==> config.mk <==
export PLATFORM = sky130hd
export DESIGN_NAME = ct_had_event_matrix_flat
export DESIGN_NICKNAME = d
export VERILOG_FILES = /design/src/rtl/ct_had_event_matrix_pkg.sv /design/src/rtl/ct_had_event_matrix_if.sv /design/src/rtl/ct_had_event_matrix_chan.sv /design/src/rtl/ct_had_event_matrix.sv /design/src/flat_wrapper.sv
export SDC_FILE = /design/constraint.sdc
export NUM_CORES = 1
export LEC_CHECK = 0
export BUFFER_PORTS_ARGS = -buffer_cell sky130_fd_sc_hd__buf_2
export CORE_AREA = 2 2 75 77
export DETAILED_ROUTE_END_ITERATION = 10
export DIE_AREA = 0 0 77 79
export PLACE_DENSITY = 0.66
export SLEW_MARGIN = 20
export SYNTH_ARGS = -nofsm -noshare
export SYNTH_HDL_FRONTEND = slang
export SYNTH_SLANG_ARGS = --single-unit
==> constraint.sdc <==
create_clock -name cpuclk -period 2.4 [get_ports cpuclk]
set_clock_uncertainty 0.05 [all_clocks]
set_input_delay 0.48 -clock cpuclk [delete_from_list [all_inputs] [get_ports cpuclk]]
set_output_delay 0.48 -clock cpuclk [all_outputs]
set_load 0.05 [all_outputs]
==> src/rtl/ct_had_event_matrix_pkg.sv <==
`default_nettype none
// ============================================================================
//  Module      : ct_had_event_pkg
//  Description : Shared constants for the debug cross-trigger matrix. It holds
//                the broadcast-channel state encoding and the channel-id /
//                polarity constants.
//  Revision    : 1.0  initial release
// ============================================================================
package ct_had_event_pkg;

    // Broadcast channel states
    typedef logic [1:0] chan_state_t;
    localparam chan_state_t ST_IDLE = 2'd0;
    localparam chan_state_t ST_HOLD = 2'd1;
    localparam chan_state_t ST_WAIT = 2'd2;

    // Channel ids. Each id also sets the channel's polarity:
    // ENTER waits for dbgon=1 and EXIT waits for dbgon=0.
    localparam logic CH_ENTER = 1'b0;
    localparam logic CH_EXIT  = 1'b1;

endpackage
`default_nettype wire

==> src/rtl/ct_had_event_matrix_if.sv <==
`default_nettype none
// ============================================================================
//  Module      : ct_had_event_matrix_if
//  Description : Core-side event bundle between the cross-trigger matrix and
//                the cores of the cluster.
//                  core_enter_req_o / core_exit_req_o : per-core debug events
//                  core_dbgon                         : per-core debug status
//                  core_enter_req_i / core_exit_req_i : requests to each core
//                The master modport is the matrix. The slave modport is the
//                core side.
//  Revision    : 1.0  initial release
// ============================================================================
interface ct_had_event_matrix_if #(
    parameter int CORE_NUM = 4
);
    logic [CORE_NUM-1:0] core_enter_req_o;
    logic [CORE_NUM-1:0] core_exit_req_o;
    logic [CORE_NUM-1:0] core_dbgon;
    logic [CORE_NUM-1:0] core_enter_req_i;
    logic [CORE_NUM-1:0] core_exit_req_i;

    modport master (
        input  core_enter_req_o,
        input  core_exit_req_o,
        input  core_dbgon,
        output core_enter_req_i,
        output core_exit_req_i
    );

    modport slave (
        output core_enter_req_o,
        output core_exit_req_o,
        output core_dbgon,
        input  core_enter_req_i,
        input  core_exit_req_i
    );
endinterface
`default_nettype wire

==> src/rtl/ct_had_event_matrix_chan.sv <==
`default_nettype none
// ============================================================================
//  Module      : ct_had_event_chan
//  Description : One broadcast channel (halt or resume) of the matrix.
//                It runs IDLE -> HOLD -> WAIT -> IDLE. It holds the registered
//                target mask that drives the requests to the cores and the
//                launch counter that sets hold time and timeout.
//                Ports:
//                  clk, rst_n  : clock, async active-low reset
//                  i_launch    : launch attempt (only honoured in IDLE)
//                  i_grp       : group membership mask
//                  i_excl      : originators, excluded from the targets
//                  i_dbgon     : per-core debug status
//                  i_abort     : drop the broadcast immediately, no timeout
//                  o_req       : per-core request level
//                  o_busy      : channel not IDLE
//                  o_timeout   : 1-cycle pulse when the broadcast is abandoned
//  Revision    : 1.0  initial release
// ============================================================================
module ct_had_event_chan
    import ct_had_event_pkg::*;
#(
    parameter int   CORE_NUM = 4,
    parameter int   HOLD_CYC = 4,
    parameter int   TIMEOUT  = 255,
    parameter logic POL      = CH_ENTER
) (
    input  wire logic                clk,
    input  wire logic                rst_n,
    input  wire logic                i_launch,
    input  wire logic [CORE_NUM-1:0] i_grp,
    input  wire logic [CORE_NUM-1:0] i_excl,
    input  wire logic [CORE_NUM-1:0] i_dbgon,
    input  wire logic                i_abort,
    output logic      [CORE_NUM-1:0] o_req,
    output logic                     o_busy,
    output logic                     o_timeout
);

    localparam int          CW          = $clog2(TIMEOUT + 1);
    localparam logic [CW-1:0] C_HOLD_LAST = CW'(HOLD_CYC - 1);
    localparam logic [CW-1:0] C_TO_LAST   = CW'(TIMEOUT - 1);

    chan_state_t         r_state;
    logic [CW-1:0]       r_cnt;
    logic [CORE_NUM-1:0] r_tgt;
    logic                r_timeout;

    logic [CORE_NUM-1:0] w_unresp;
    logic [CORE_NUM-1:0] w_launch_tgt;
    logic [CORE_NUM-1:0] w_left;

    // A core "has not responded" while its dbgon still differs from the
    // state this channel is driving it toward.
    assign w_unresp     = (POL == CH_ENTER) ? ~i_dbgon : i_dbgon;
    assign w_launch_tgt = i_grp & ~i_excl & w_unresp;
    assign w_left       = r_tgt & w_unresp;

    always_ff @(posedge clk or negedge rst_n) begin
        if (!rst_n) begin
            r_state   <= ST_IDLE;
            r_cnt     <= '0;
            r_tgt     <= '0;
            r_timeout <= 1'b0;
        end else begin
            r_timeout <= 1'b0;
            if (i_abort) begin
                r_state <= ST_IDLE;
                r_cnt   <= '0;
                r_tgt   <= '0;
            end else begin
                case (r_state)
                    ST_IDLE: begin
                        // With an empty target set nothing is sent and the
                        // channel stays idle.
                        if (i_launch && (|w_launch_tgt)) begin
                            r_state <= ST_HOLD;
                            r_cnt   <= '0;
                            r_tgt   <= w_launch_tgt;
                        end
                    end
                    ST_HOLD: begin
                        // Keep the level up long enough for the core's
                        // 2-flop synchronizer, whatever dbgon does meanwhile.
                        r_cnt <= r_cnt + 1'b1;
                        if (r_cnt == C_HOLD_LAST) begin
                            r_state <= ST_WAIT;
                        end
                    end
                    ST_WAIT: begin
                        r_cnt <= r_cnt + 1'b1;
                        if (w_left == '0) begin
                            // Completion takes priority over a timeout in the
                            // same cycle.
                            r_state <= ST_IDLE;
                            r_cnt   <= '0;
                            r_tgt   <= '0;
                        end else if (r_cnt == C_TO_LAST) begin
                            r_state   <= ST_IDLE;
                            r_cnt     <= '0;
                            r_tgt     <= '0;
                            r_timeout <= 1'b1;
                        end else begin
                            // Release the cores that have already responded.
                            r_tgt <= w_left;
                        end
                    end
                    default: begin
                        r_state <= ST_IDLE;
                        r_cnt   <= '0;
                        r_tgt   <= '0;
                    end
                endcase
            end
        end
    end

    // r_tgt is zero whenever the channel is idle, so it drives the outputs directly.
    assign o_req     = r_tgt;
    assign o_busy    = (r_state != ST_IDLE);
    assign o_timeout = r_timeout;

endmodule
`default_nettype wire

==> src/rtl/ct_had_event_matrix.sv <==
`default_nettype none
// ============================================================================
//  Module      : ct_had_event_matrix
//  Description : Cluster cross-trigger matrix for debug halt/resume groups.
//                A core's enter (exit) event halts (resumes) the other members
//                of its group. Requests are held as levels and released once
//                the targets respond.
//                Ports:
//                  cpuclk, cpurst_b : cluster clock, async active-low reset
//                  cfg_matrix_en    : allow new broadcasts to launch
//                  cfg_enter_grp    : halt group membership
//                  cfg_exit_grp     : resume group membership
//                  cif (master)     : per-core events, status and requests
//                  matrix_busy      : any channel active or an exit pending
//                  matrix_timeout   : 1-cycle pulse on an abandoned broadcast
//  Revision    : 1.0  initial release
// ============================================================================
module ct_had_event_matrix
    import ct_had_event_pkg::*;
#(
    parameter int CORE_NUM = 4,
    parameter int HOLD_CYC = 4,
    parameter int TIMEOUT  = 255
) (
    input  wire logic                cpuclk,
    input  wire logic                cpurst_b,
    input  wire logic                cfg_matrix_en,
    input  wire logic [CORE_NUM-1:0] cfg_enter_grp,
    input  wire logic [CORE_NUM-1:0] cfg_exit_grp,
    ct_had_event_matrix_if.master    cif,
    output logic                     matrix_busy,
    output logic                     matrix_timeout
);

    logic [CORE_NUM-1:0] r_enter_q;
    logic [CORE_NUM-1:0] r_exit_q;
    logic                r_exit_pend;
    logic [CORE_NUM-1:0] r_exit_pend_vec;

    logic [CORE_NUM-1:0] w_rise_enter;
    logic [CORE_NUM-1:0] w_rise_exit;
    logic [CORE_NUM-1:0] w_exit_vec;
    logic                w_enter_busy;
    logic                w_exit_busy;
    logic                w_enter_try;
    logic                w_exit_go;
    logic                w_exit_abort;
    logic                w_enter_to;
    logic                w_exit_to;

    assign w_rise_enter = cif.core_enter_req_o & ~r_enter_q & cfg_enter_grp;
    assign w_rise_exit  = cif.core_exit_req_o  & ~r_exit_q  & cfg_exit_grp;

    // Halt has priority: a halt launch preempts any resume activity.
    assign w_enter_try  = cfg_matrix_en & ~w_enter_busy & (|w_rise_enter);
    assign w_exit_abort = w_enter_try & w_exit_busy;

    // A resume launches only when the halt side is quiet for this edge.
    // A pending resume carries its originators, plus any fresh rise.
    assign w_exit_go  = cfg_matrix_en & ~w_enter_busy & ~w_exit_busy & ~w_enter_try
                      & (r_exit_pend | (|w_rise_exit));
    assign w_exit_vec = r_exit_pend_vec | w_rise_exit;

    always_ff @(posedge cpuclk or negedge cpurst_b) begin
        if (!cpurst_b) begin
            // The history starts all-ones. An event line that is already high
            // when reset is released then does not count as a new event.
            r_enter_q       <= '1;
            r_exit_q        <= '1;
            r_exit_pend     <= 1'b0;
            r_exit_pend_vec <= '0;
        end else begin
            r_enter_q <= cif.core_enter_req_o;
            r_exit_q  <= cif.core_exit_req_o;
            if (w_exit_go) begin
                r_exit_pend     <= 1'b0;
                r_exit_pend_vec <= '0;
            end else if ((|w_rise_exit) && (w_enter_busy || w_enter_try)) begin
                r_exit_pend     <= 1'b1;
                r_exit_pend_vec <= r_exit_pend_vec | w_rise_exit;
            end
        end
    end

    ct_had_event_chan #(
        .CORE_NUM (CORE_NUM),
        .HOLD_CYC (HOLD_CYC),
        .TIMEOUT  (TIMEOUT),
        .POL      (CH_ENTER)
    ) u_enter_chan (
        .clk       (cpuclk),
        .rst_n     (cpurst_b),
        .i_launch  (w_enter_try),
        .i_grp     (cfg_enter_grp),
        .i_excl    (w_rise_enter),
        .i_dbgon   (cif.core_dbgon),
        .i_abort   (1'b0),
        .o_req     (cif.core_enter_req_i),
        .o_busy    (w_enter_busy),
        .o_timeout (w_enter_to)
    );

    ct_had_event_chan #(
        .CORE_NUM (CORE_NUM),
        .HOLD_CYC (HOLD_CYC),
        .TIMEOUT  (TIMEOUT),
        .POL      (CH_EXIT)
    ) u_exit_chan (
        .clk       (cpuclk),
        .rst_n     (cpurst_b),
        .i_launch  (w_exit_go),
        .i_grp     (cfg_exit_grp),
        .i_excl    (w_exit_vec),
        .i_dbgon   (cif.core_dbgon),
        .i_abort   (w_exit_abort),
        .o_req     (cif.core_exit_req_i),
        .o_busy    (w_exit_busy),
        .o_timeout (w_exit_to)
    );

    assign matrix_busy    = w_enter_busy | w_exit_busy | r_exit_pend;
    assign matrix_timeout = w_enter_to | w_exit_to;

    // No core may be asked to halt and resume at the same time.
    a_req_mutex: assert property (@(posedge cpuclk) disable iff (!cpurst_b)
        ((cif.core_enter_req_i & cif.core_exit_req_i) == '0));

endmodule
`default_nettype wire

==> src/flat_wrapper.sv <==
// flat-port wrapper written by rule: the top's interface ports become plain ports
module ct_had_event_matrix_flat import ct_had_event_pkg::*;
#(
    parameter int CORE_NUM = 4,
    parameter int HOLD_CYC = 4,
    parameter int TIMEOUT  = 255
)
  (cpuclk, cpurst_b, cfg_matrix_en, cfg_enter_grp, cfg_exit_grp, matrix_busy, matrix_timeout, cif_core_enter_req_o, cif_core_exit_req_o, cif_core_dbgon, cif_core_enter_req_i, cif_core_exit_req_i);
  ct_had_event_matrix_if #(.CORE_NUM(CORE_NUM)) cif_i ();
  input  wire logic cpuclk;
  input  wire logic cpurst_b;
  input  wire logic cfg_matrix_en;
  input  wire logic [CORE_NUM-1:0] cfg_enter_grp;
  input  wire logic [CORE_NUM-1:0] cfg_exit_grp;
  output logic matrix_busy;
  output logic matrix_timeout;
  input wire logic [$bits(cif_i.core_enter_req_o)-1:0] cif_core_enter_req_o;
  input wire logic [$bits(cif_i.core_exit_req_o)-1:0] cif_core_exit_req_o;
  input wire logic [$bits(cif_i.core_dbgon)-1:0] cif_core_dbgon;
  output wire logic [$bits(cif_i.core_enter_req_i)-1:0] cif_core_enter_req_i;
  output wire logic [$bits(cif_i.core_exit_req_i)-1:0] cif_core_exit_req_i;
  assign cif_i.core_enter_req_o = cif_core_enter_req_o;
  assign cif_i.core_exit_req_o = cif_core_exit_req_o;
  assign cif_i.core_dbgon = cif_core_dbgon;
  assign cif_core_enter_req_i = cif_i.core_enter_req_i;
  assign cif_core_exit_req_i = cif_i.core_exit_req_i;
  ct_had_event_matrix #(.CORE_NUM(CORE_NUM), .HOLD_CYC(HOLD_CYC), .TIMEOUT(TIMEOUT)) u_core (.cpuclk(cpuclk), .cpurst_b(cpurst_b), .cfg_matrix_en(cfg_matrix_en), .cfg_enter_grp(cfg_enter_grp), .cfg_exit_grp(cfg_exit_grp), .cif(cif_i), .matrix_busy(matrix_busy), .matrix_timeout(matrix_timeout));
endmodule
After elaboration in Yosys (flattened, before gate mapping)
Index checks and enable logic that the tools add are counted.
{ "word_totals": {"ff_bits": 43, "word_cells": 118} }
{ "classes": {"addsub": 2, "eq_ne": 15, "mux": 40, "bitwise_logic": 30, "reduce_logical": 19} }
{ "op_table": {"columns": ["cell", "n"], "rows": [
  ["$mux W8", 7],
  ["$pmux W8 S3", 2],
  ["$and A4 B4 Y4", 10],
  ["$mux W4", 9],
  ["$pmux W4 S3", 2],
  ["$not A4 Y4", 5],
  ["$mux W2", 9],
  ["$add A8 B1 Y8 const B", 2],
  ["$eq A8 B2 Y1 const B", 2],
  ["$eq A8 B8 Y1 const B", 2],
  ["$reduce_or A4 Y1", 4],
  ["$pmux W2 S3", 2],
  ["$mux W1", 9],
  ["$ne A3 B3 Y1 const B", 3],
  ["$logic_not A4 Y1", 2],
  ["$and A1 B1 Y1", 6],
  ["$ne A2 B2 Y1 const B", 3],
  ["$reduce_and A3 Y1", 2],
  ["$reduce_bool A2 Y1", 3],
  ["$eq A2 B1 Y1 const B", 2],
  ["$eq A2 B2 Y1 const B", 2],
  ["$logic_not A2 Y1", 2],
  ["$ne A4 B4 Y1 const B", 1],
  ["$not A1 Y1", 4],
  ["5 further kinds", 11]
]} }

Longest topological paths before layout
Gate-level depths: netlist (run 1).
{ "depth": {"ltp_word": 12, "ltp_mapped": 9} }

Modules after synthesis
Synthesis (run 1) repeated with hierarchy kept, for this count alone.
{ "hier_totals": {"cells_unflattened": 272, "hier_area_um2": 2722.6} }
{ "by_module_without_submodules": {"columns": ["module", "instances", "cells_per_inst", "area_each_um2", "seq_area_each_um2"], "rows": [
  ["ct_had_event_chan at u_core.u_enter_chan", 1, 108, 1084.8, 375.4],
  ["ct_had_event_chan at u_core.u_exit_chan", 1, 107, 1018.5, 375.4],
  ["ct_had_event_matrix", 1, 57, 619.3, 335.3]
]} }

Worst setup path before layout (run 1)
OpenSTA, ideal clock, no wires.
{ "synth_timing": {"path_kind": "register to register", "startpoint": "register u_core.u_enter_chan.r_tgt[2], in the netlist u_core.u_enter_chan.o_req[2]", "endpoint": "register u_core.u_enter_chan.r_cnt[0]", "arrival_time_ns": 1.980, "required_time_ns": 2.225, "slack_ns": 0.245, "stages_incl_launch_ff": 7, "period_less_slack_ns": 2.155, "cell_sequence": "dfrtp_1 > nor2b_1 > or4_4 > and2_4 > o21ai_4 > nor2_2 > mux2_4"} }
{ "synth_between": {"elab_chain_len": 4} }
{ "synth_rtl": {"columns": ["element", "line", "source"], "rows": [
  ["from (decl)", "ct_had_event_matrix_chan.sv:46", "logic [CORE_NUM-1:0] r_tgt;"],
  ["from (signal assigned)", "ct_had_event_matrix_chan.sv:79", "r_tgt <= w_launch_tgt;"],
  ["from (signal assigned)", "ct_had_event_matrix_chan.sv:105", "r_tgt <= w_left;"],
  ["$and A4 B4 Y4", "ct_had_event_matrix_chan.sv:57", "assign w_left = r_tgt & w_unresp;"],
  ["$logic_not A4 Y1", "ct_had_event_matrix_chan.sv:92", "if (w_left == '0) begin"],
  ["$mux W8", "ct_had_event_matrix_chan.sv:92", null],
  ["$pmux W8 S3", "ct_had_event_matrix_chan.sv:72", "case (r_state)"],
  ["to (signal assigned)", "ct_had_event_matrix_chan.sv:85", "r_cnt <= r_cnt + 1'b1;"],
  ["to (signal assigned)", "ct_had_event_matrix_chan.sv:91", "r_cnt <= r_cnt + 1'b1;"],
  ["to (decl)", "ct_had_event_matrix_chan.sv:45", "logic [CW-1:0] r_cnt;"]
]} }
Every way passes these cells.
A chain may end at the register's enable or synchronous reset.

Final worst setup path (run 1)
{ "layout_timing": {"startpoint": "register u_core.u_exit_chan.r_state[1]", "endpoint": "register u_core.u_exit_chan.r_state[0]"} }
{ "layout_between": {"elab_chain_len": 8} }
{ "layout_rtl": {"columns": ["element", "line", "source"], "rows": [
  ["from (decl)", "ct_had_event_matrix_chan.sv:44", "chan_state_t r_state;"],
  ["from (signal assigned)", "ct_had_event_matrix_chan.sv:61", "r_state <= ST_IDLE;"],
  ["from (signal assigned)", "ct_had_event_matrix_chan.sv:68", "r_state <= ST_IDLE;"],
  ["from (signal assigned)", "ct_had_event_matrix_chan.sv:77", "r_state <= ST_HOLD;"],
  ["$reduce_bool A2 Y1", "ct_had_event_matrix_chan.sv:120", "assign o_busy = (r_state != ST_IDLE);"],
  ["$not A1 Y1", "ct_had_event_matrix.sv:60", "assign w_exit_go = cfg_matrix_en & ~w_enter_busy & ~w_exit_busy & ~w_enter_try"],
  ["$and A1 B1 Y1 (2 in a row)", "ct_had_event_matrix.sv:60", null],
  ["$and A1 B1 Y1", "ct_had_event_matrix.sv:61", "& (r_exit_pend | (|w_rise_exit));"],
  ["$logic_and A1 B1 Y1", "ct_had_event_matrix_chan.sv:76", "if (i_launch && (|w_launch_tgt)) begin"],
  ["$ne A3 B3 Y1 (no line)", null, null],
  ["$reduce_and A3 Y1 (no line)", null, null]
]} }
Several ways; a longest one is shown, not always the timed one.

==> results of run 1 <==
[per-layer routing]
layer | global-route usage | part of all wire | wire length [um] | up-vias
met5 | 0 | 0 | 0 | -
met1 | 0.2504 | 0.46 | 2425 | 994
met3 | 0.02614 | 0.046 | 239 | 4
met4 | 0.06250 | 0.0082 | 43 | 0
met2 | 0.3167 | 0.48 | 2519 | 54
li1 | - | - | - | 1015
[cell type report]
type | instances | share of cell area
Clock inverter | 2 | 0.01210
Inverter | 9 | 0.01167
Tap cell | 72 | 0.03111
Multi-Input combinational cell | 194 | 0.4680
Sequential cell | 43 | 0.3751
Timing Repair Buffer | 39 | 0.07347
Clock buffer | 6 | 0.02852
[cell usage in the layout (no fill, tap or decap), types with 6 or more instances in the layout]
master | synthesis | routed
sky130_fd_sc_hd__and3_1 | 7 | 7
sky130_fd_sc_hd__dfrtp_1 | 35 | 35
sky130_fd_sc_hd__nor2_1 | 10 | 10
sky130_fd_sc_hd__nor2b_1 | 11 | 11
sky130_fd_sc_hd__ha_1 | 13 | 13
sky130_fd_sc_hd__a22o_1 | 7 | 7
sky130_fd_sc_hd__buf_4 | 0 | 7
sky130_fd_sc_hd__nand3b_1 | 12 | 12
sky130_fd_sc_hd__o21ai_0 | 9 | 9
sky130_fd_sc_hd__nor3_1 | 13 | 13
sky130_fd_sc_hd__inv_1 | 9 | 9
sky130_fd_sc_hd__dfstp_2 | 8 | 8
sky130_fd_sc_hd__clkbuf_8 | 0 | 6
sky130_fd_sc_hd__nand3_1 | 13 | 13
sky130_fd_sc_hd__nand2_1 | 21 | 21
sky130_fd_sc_hd__buf_2 | 2 | 32
[power by group through the flow]
stage / Combinational [uW] / Sequential [uW] / Clock [uW]
detailed placement: 1250 / 971 / 0
global placement: 1240 / 965 / 0
floorplan: 813 / 1060 / 0
global route: 1400 / 971 / 625
finish: 1250 / 957 / 586
CTS: 1260 / 958 / 603
[kinds of logic after synthesis]
family / after synthesis / share of synthesized area
adders and majority gates: 13 / 0.06526
muxes: 4 / 0.02058
buffers and inverters: 13 / 0.02058
DFF: 43 / 0.4357
AOI/OAI and AO/OA: 58 / 0.1832
and+or+nand+nor: 119 / 0.2746
[worst max-delay path, cell delays in order (launching register included)]
cell                      delay, ps
sky130_fd_sc_hd__dfrtp_1        410
sky130_fd_sc_hd__inv_1          130
sky130_fd_sc_hd__ha_1           250
sky130_fd_sc_hd__nand3_1        110
sky130_fd_sc_hd__a211o_4        370
sky130_fd_sc_hd__o21ai_4        300
sky130_fd_sc_hd__nand2_2        110
sky130_fd_sc_hd__mux2_4         300
[sequential cells by signal, summed over array words and instances (netlist names)]
signal                         flops
u_core.u_enter_chan.r_cnt          8
u_core.u_exit_chan.r_cnt           8
u_core.r_enter_q                   4
u_core.r_exit_pend_vec             4
u_core.r_exit_q                    4
u_core.u_enter_chan.o_req          4
u_core.u_exit_chan.o_req           4
u_core.u_enter_chan.r_state        2
u_core.u_exit_chan.r_state         2
u_core.r_exit_pend                 1
u_core.u_enter_chan.o_timeout      1
u_core.u_exit_chan.o_timeout       1
[how the worst max path moves through the flow]
stage | to | start | slack [ps] | cells after the start
2_1_floorplan | u_core.u_enter_chan.r_cnt[0]$_DFFE_PN0P_ | u_core.u_enter_chan.o_req[2]$_DFFE_PN0P_ | 250 | 6
3_3_place_gp | u_core.u_exit_chan.r_state[0]$_DFFE_PN0P_ | cif_core_exit_req_o[0] | 230 | 7
3_5_place_dp | u_core.u_exit_chan.r_state[0]$_DFFE_PN0P_ | cif_core_exit_req_o[0] | 230 | 7
4_1_cts | u_core.u_exit_chan.r_state[0]$_DFFE_PN0P_ | u_core.u_exit_chan.r_state[1]$_DFFE_PN0P_ | 230 | 7
5_1_grt | u_core.u_exit_chan.r_cnt[3]$_DFFE_PN0P_ | u_core.u_enter_chan.r_state[0]$_DFFE_PN0P_ | 70 | 7
6_report | u_core.u_exit_chan.r_state[0]$_DFFE_PN0P_ | u_core.u_exit_chan.r_state[1]$_DFFE_PN0P_ | 250 | 7
[stage by stage]
| step | hold slack [ps] | instances | worst slack (ps) | total power [uW] |
|---|---|---|---|---|
| floorplan | 134.4 | 250 | 245.0 | 1872 |
| global placement | 424.9 | 357 | 233.0 | 2204 |
| detailed placement | 435.4 | 357 | 230.3 | 2223 |
| CTS | 220.6 | 365 | 230.4 | 2823 |
| global route | 234.1 | 365 | 73.17 | 2994 |
| finish | 201.8 | 365 | 246.9 | 2797 |
==> summary.log, run 1 <==
qor: setup_path.worstSetupPathType flip-flop to flip-flop
qor: floorplan.core 5338 um^2
qor: setup_path.regToRegSetupSlack 250 ps
qor: flow_run.max_cap_viol_count 0
qor: pwr.p_int 1685 uW
qor: pwr.power.share.clock 0.209
qor: global_route.vias_in_the_first_global_route 2019
qor: setup_path.worstPathRequired 2530 ps
qor: layout.fillers 517
qor: detailed_routing.route.vias.total 2067
qor: yosys.syn-cell-area 2492 um^2
qor: yosys.syn_avg_cell_area 9.970 um^2
qor: yosys.proportion_of_netlist_area_held_by_the_largest_area_contributor 0.3514
qor: placed_design.half_perimeter_wire_length_of_the_detailed_placement_result 3910 um
qor: placed_design.place_congestion 0.8306
qor: layout.area.sequential 1086 um^2
qor: sta.unrepaired_setup_endpoints_after_global_routing false
qor: setup_path.cp_data_arrival_time 2280 ps
qor: yosys.synth.distinct_cells 52
qor: detailed_routing.route.antenna.remaining_nets 0
qor: sta.slew-limit-headroom 0.6442
qor: detailed_routing.drc 0
qor: detailed_routing.route.final.wire_length 5227 um
qor: layout.finish.utilization 0.5424
qor: setup_path.rr_endpoint u_core.u_exit_chan.r_state[0]$_DFFE_PN0P_
qor: layout.finalNetCount 328
qor: sta.setup_total_negative_slack 0 ps
qor: setup_path.critical_path.reg2reg.startpoint u_core.u_exit_chan.r_state[1]$_DFFE_PN0P_
qor: clocking.cts_root_buf sky130_fd_sc_hd__clkbuf_8
qor: global_route.antenna_found_initial 0
qor: clocking.tritoncts_num_sinks 43
qor: setup_path.worstSetupStartpointType flip-flop
qor: clocking.clkSlewWorstSetupHoldPaths 80 ps
qor: pwr.pwr-share-seq 0.342
qor: floorplan.die-area 6083 um^2
qor: global_route.grt_start_max_net_pins 44
qor: global_route.globalRoute.totalOverflow 0
qor: pwr.p_switching 1111 uW
qor: floorplan.die-height 79 um
qor: detailed_routing.dr_iter_0_viols 125
qor: yosys.yosys-top-cells-count sky130_fd_sc_hd__dfrtp_1 (35), sky130_fd_sc_hd__nand2_1 (21), sky130_fd_sc_hd__ha_1 (13), sky130_fd_sc_hd__nand3_1 (13), sky130_fd_sc_hd__nor3_1 (13)
qor: pwr.max-vdd-ir-drop 0.5369 mV
qor: layout.flow.area_growth_from_synthesis 16.16%
qor: setup_path.max_fanout_on_critical_path 7
qor: yosys.total_of_warnings_raised_by_yosys 0
qor: yosys.most_repeated_cell_in_the_gate_level_netlist_after_synthesis sky130_fd_sc_hd__dfrtp_1
qor: sta.maxClockFrequency 464.4 MHz
qor: detailed_routing.route.detailed.vias_per_inst 5.663
qor: clocking.cts_setup_buffers 0
qor: yosys.cell_count_after_synthesis 250
qor: sta.fin_crit_sh 0.8971
qor: clocking.cts_htree_levels 2
qor: floorplan.num_rows 27
qor: sta.timing.final.crit_period 2153 ps
qor: yosys.ys.flop_type sky130_fd_sc_hd__dfrtp_1
qor: sta.finalHoldViolations 0
qor: clocking.clock_insertion_delay_worst_skew 290 ps
qor: clocking.post_cts_hold_buffer_count 0
qor: clocking.tritoncts yes
qor: layout.share_of_layout_cells_above_drive_strength_1 0.2457
qor: sta.tightest_slew 533.7 ps
qor: floorplan.start_util 0.4669
qor: yosys.synth_area_leader_cell sky130_fd_sc_hd__dfrtp_1
qor: clocking.numCtsBuffers 5
qor: pwr.pwr-share-comb 0.448
qor: yosys.seq_total_area_yosys 0.4357
qor: placed_design.portBuffers 32
qor: placed_design.placed_area 2778 um^2
qor: yosys.synth_fp_nets 286
qor: layout.insertedDiodeCount 0
qor: layout.multiInputGateArea 1355 um^2
qor: clocking.cts-root-to-sink-buffers 2
qor: pwr.power.leakage 0.001337 uW
qor: floorplan.pin_count 33
qor: status.run_status completed
qor: yosys.count_of_flip_flops_with_a_built_in_enable_after_synthesis 0
qor: setup_path.r2r_cells 7
qor: hold_path.timing.hold.worst.class input port to async pin
qor: floorplan.die_width 77 um
qor: yosys.post_synth_main_area_contributors sky130_fd_sc_hd__dfrtp_1 (35%), sky130_fd_sc_hd__dfstp_2 (8.4%), sky130_fd_sc_hd__ha_1 (6.5%), sky130_fd_sc_hd__nand3b_1 (3.6%), sky130_fd_sc_hd__nand2_1 (3.2%)
qor: yosys.postSynthRegisterBits 43
qor: pwr.share_of_total_power_consumed_by_net_switching 0.3973
qor: sta.setup_viol 0
qor: detailed_routing.wire_per_inst 14.32 um
qor: clocking.cts_resized 0
qor: global_route.first_pass_grt_wire_length 9211 um
qor: yosys.synth-async-reset-ratio 1.000
qor: layout.stdcell_area 2895 um^2
qor: detailed_routing.firstDrtPassIters 4
qor: pwr.power_per_cell_area 965.9 nW/um^2
qor: sta.report.final.slew_viol_count 0
qor: global_route.gr-usage-all-layers 0.1876
qor: setup_path.timing.critical_path.to_type flip-flop
Note: power is estimated with default switching activity, not from simulation.
==> run 2: changes to the inputs <==
- BUFFER_PORTS_ARGS: -buffer_cell sky130_fd_sc_hd__buf_2 -> unset
- DONT_BUFFER_PORTS: unset -> 1
- PLACE_DENSITY: 0.66 -> 0.6
==> run 2 against run 1 <==
- first-iteration DRC count is the same
- sequential share of layout area increased by 1.2 points
- sequential power shrank 1%
- cell area fell by 3.2%
- total power down 3.9%
- register-to-register slack worse by 20 ps
- clock power shrank 20%
- maximum frequency decreased by 0.84%
- cell count fell by 6.0%
- worst setup slack got worse by 18 ps
- critical path type unchanged
- largest cell class unchanged
- largest power group unchanged
==> summary.log, run 2 (synthesis gave the netlist of run 1 again) <==
qor: hold_path.timing.hold.worst.start cif_core_exit_req_o[0]
qor: detailed_routing.route.detailed.vias_per_inst 5.752 [+1.6%]
qor: setup_path.rr_endpoint u_core.u_exit_chan.r_cnt[6]$_DFFE_PN0P_
qor: setup_path.worstSetupPathType flip-flop to flip-flop
qor: sta.finalHoldViolations 0 [unchanged]
qor: sta.tightest_slew 571.4 ps [+37.74 ps]
qor: sta.report.final.slew_viol_count 0 [unchanged]
qor: pwr.power_per_cell_area 958.2 nW/um^2 [-0.81%]
qor: layout.finish.utilization 0.5253 [-0.01711]
qor: setup_path.worstSetupStartpointType flip-flop
qor: sta.unrepaired_setup_endpoints_after_global_routing false
qor: detailed_routing.dr_iter_0_viols 125 [unchanged]
qor: clocking.numCtsBuffers 5 [unchanged]
qor: detailed_routing.drc 0 [unchanged]
qor: clocking.tritoncts yes
qor: setup_path.timing.critical_path.to_type flip-flop
qor: sta.setup_viol 0 [unchanged]
qor: placed_design.portBuffers 0 [-100%]
qor: layout.stdcell_area 2804 um^2 [-3.2%]
qor: detailed_routing.route.antenna.remaining_nets 0 [unchanged]
qor: clocking.cts_root_buf sky130_fd_sc_hd__clkbuf_8
qor: layout.share_of_layout_cells_above_drive_strength_1 0.1808 [-0.06492]
qor: placed_design.placed_area 2678 um^2 [-3.6%]
qor: sta.setup_total_negative_slack 0 ps [unchanged]
qor: layout.flow.area_growth_from_synthesis 12.50%
qor: floorplan.start_util 0.4669 [unchanged]
qor: clocking.cts-root-to-sink-buffers 2 [unchanged]
qor: clocking.clkSlewWorstSetupHoldPaths 90 ps [about the same]
qor: setup_path.cp_data_arrival_time 2300 ps [+20 ps]
qor: setup_path.worstPathRequired 2530 ps [about the same]
qor: pwr.p_switching 1120 uW [+0.78%]
qor: layout.insertedDiodeCount 0 [unchanged]
qor: layout.finalNetCount 306 [-6.7%]
qor: hold_path.timing.hold.worst.class input port to flip-flop
qor: layout.layout_common_cells sky130_fd_sc_hd__dfrtp_1 (35), sky130_fd_sc_hd__nand2_1 (21), sky130_fd_sc_hd__buf_4 (15)
qor: pwr.pwr-share-seq 0.352 [+0.010]
qor: clocking.tritoncts_num_sinks 43 [unchanged]
qor: pwr.power.leakage 0.001237 uW [-7.5%]
qor: global_route.vias_in_the_first_global_route 2020 [+0.050%]
qor: detailed_routing.wire_per_inst 16.10 um [+12%]
qor: floorplan.die-area 6083 um^2 [unchanged]
qor: hold_path.hold_path_depth 0
qor: pwr.max-vdd-ir-drop 0.6418 mV [+20%]
qor: pwr.p_int 1567 uW [-7.0%]
qor: floorplan.die-height 79 um [unchanged]
qor: sta.fin_crit_sh 0.9047 [+0.007595]
qor: flow_run.max_cap_viol_count 0 [unchanged]
qor: clocking.cts_htree_levels 2 [unchanged]
qor: global_route.gr-usage-all-layers 0.2010 [+0.01347]
qor: floorplan.pin_count 33 [unchanged]
qor: placed_design.place_congestion 0.7871 [-5.2%]
qor: detailed_routing.route.final.wire_length 5523 um [+5.7%]
qor: floorplan.num_rows 27 [unchanged]
qor: placed_design.half_perimeter_wire_length_of_the_detailed_placement_result 4017 um [+2.7%]
qor: setup_path.r2r_cells 7 [unchanged]
qor: detailed_routing.route.vias.total 1973 [-4.5%]
qor: sta.maxClockFrequency 460.5 MHz [-0.84%]
qor: detailed_routing.firstDrtPassIters 4 [unchanged]
qor: floorplan.die_width 77 um [unchanged]
qor: floorplan.core 5338 um^2 [unchanged]
qor: hold_path.hold_path_end u_core.r_exit_q[0]$_DFF_PN1_
qor: pwr.pwr-share-comb 0.474 [+0.026]
qor: global_route.first_pass_grt_wire_length 9556 um [+3.7%]
qor: setup_path.max_fanout_on_critical_path 7 [unchanged]
qor: layout.layout_commonest_cell sky130_fd_sc_hd__dfrtp_1
qor: global_route.globalRoute.totalOverflow 0 [unchanged]
qor: layout.regs_by_ff_count u_core.u_enter_chan.r_cnt (8), u_core.u_exit_chan.r_cnt (8)
qor: setup_path.critical_path.reg2reg.startpoint u_core.u_exit_chan.r_state[1]$_DFFE_PN0P_
qor: clocking.cts_resized 0 [unchanged]
qor: global_route.grt_start_max_net_pins 44 [unchanged]
qor: clocking.cts_setup_buffers 0 [unchanged]
qor: global_route.antenna_found_initial 0 [unchanged]
qor: pwr.power.share.clock 0.174 [-0.035]
qor: sta.timing.final.crit_period 2171 ps [+18.23 ps]
qor: pwr.share_of_total_power_consumed_by_net_switching 0.4169 [+0.01952]
qor: sta.slew-limit-headroom 0.6182 [-0.02599]
qor: clocking.post_cts_hold_buffer_count 2 [+2]
qor: setup_path.regToRegSetupSlack 230 ps [-20 ps]
qor: clocking.clock_insertion_delay_worst_skew 300 ps [about the same]
qor: status.run_status completed
[run 2: power groups by stage]
stage	Sequential, uW	Combinational (uW)	Clock (uW)
floorplan	1060	813	0
global placement	957	1240	0
detailed placement	958	1250	0
CTS	944	1290	487
global route	967	1410	511
finish	945	1270	467
[run 2: stage by stage]
step / hold slack [ps] / setup slack (ps) / std cells / total power, uW
2_1_floorplan: 134.4 / 245.0 / 250 / 1872
3_3_place_gp: 135.5 / 319.8 / 333 / 2194
3_5_place_dp: 135.7 / 273.4 / 333 / 2207
4_1_cts: 104.9 / 231.1 / 343 / 2719
5_1_grt: 105.1 / 92.57 / 343 / 2892
6_report: 116.6 / 228.6 / 343 / 2687
[run 2: layout make-up]
class,count,area [um^2]
fill,512,2534
multi-input combinational,194,1355
sequential,43,1086
timing repair buffer,17,150.1
tap,72,90.09
clock buffer,5,68.82
inverter,9,33.78
clock inverter,3,20.02
[run 2: critical path: stages, from the launching register on]
cell                      delay [ps]
sky130_fd_sc_hd__dfrtp_1         400
sky130_fd_sc_hd__inv_1           130
sky130_fd_sc_hd__ha_1            250
sky130_fd_sc_hd__nand3_1         120
sky130_fd_sc_hd__a211o_4         370
sky130_fd_sc_hd__or2_0           370
sky130_fd_sc_hd__a32oi_1         260
sky130_fd_sc_hd__o31ai_1         100
[run 2: routing by layer]
layer	share of wire	vias to the layer above	track usage
met2	0.45	44	0.3211
met4	0.017	0	0.07143
met3	0.047	7	0.03750
met5	0	-	0
met1	0.49	954	0.2757
li1	-	968	-
[run 2: worst max-delay path by stage]
stage,startpoint,end,depth (start not counted)
after floorplan,u_core.u_enter_chan.o_req[2]$_DFFE_PN0P_,u_core.u_enter_chan.r_cnt[0]$_DFFE_PN0P_,6
after global placement,u_core.u_exit_chan.r_state[0]$_DFFE_PN0P_,u_core.u_exit_chan.r_state[0]$_DFFE_PN0P_,7
after detailed placement,u_core.u_exit_chan.r_state[1]$_DFFE_PN0P_,u_core.u_exit_chan.r_cnt[6]$_DFFE_PN0P_,7
after CTS,u_core.u_exit_chan.r_state[1]$_DFFE_PN0P_,u_core.u_exit_chan.r_cnt[6]$_DFFE_PN0P_,7
after global routing,u_core.u_enter_chan.r_state[0]$_DFFE_PN0P_,u_core.u_exit_chan.o_req[0]$_DFFE_PN0P_,6
final,u_core.u_exit_chan.r_state[1]$_DFFE_PN0P_,u_core.u_exit_chan.r_cnt[6]$_DFFE_PN0P_,7
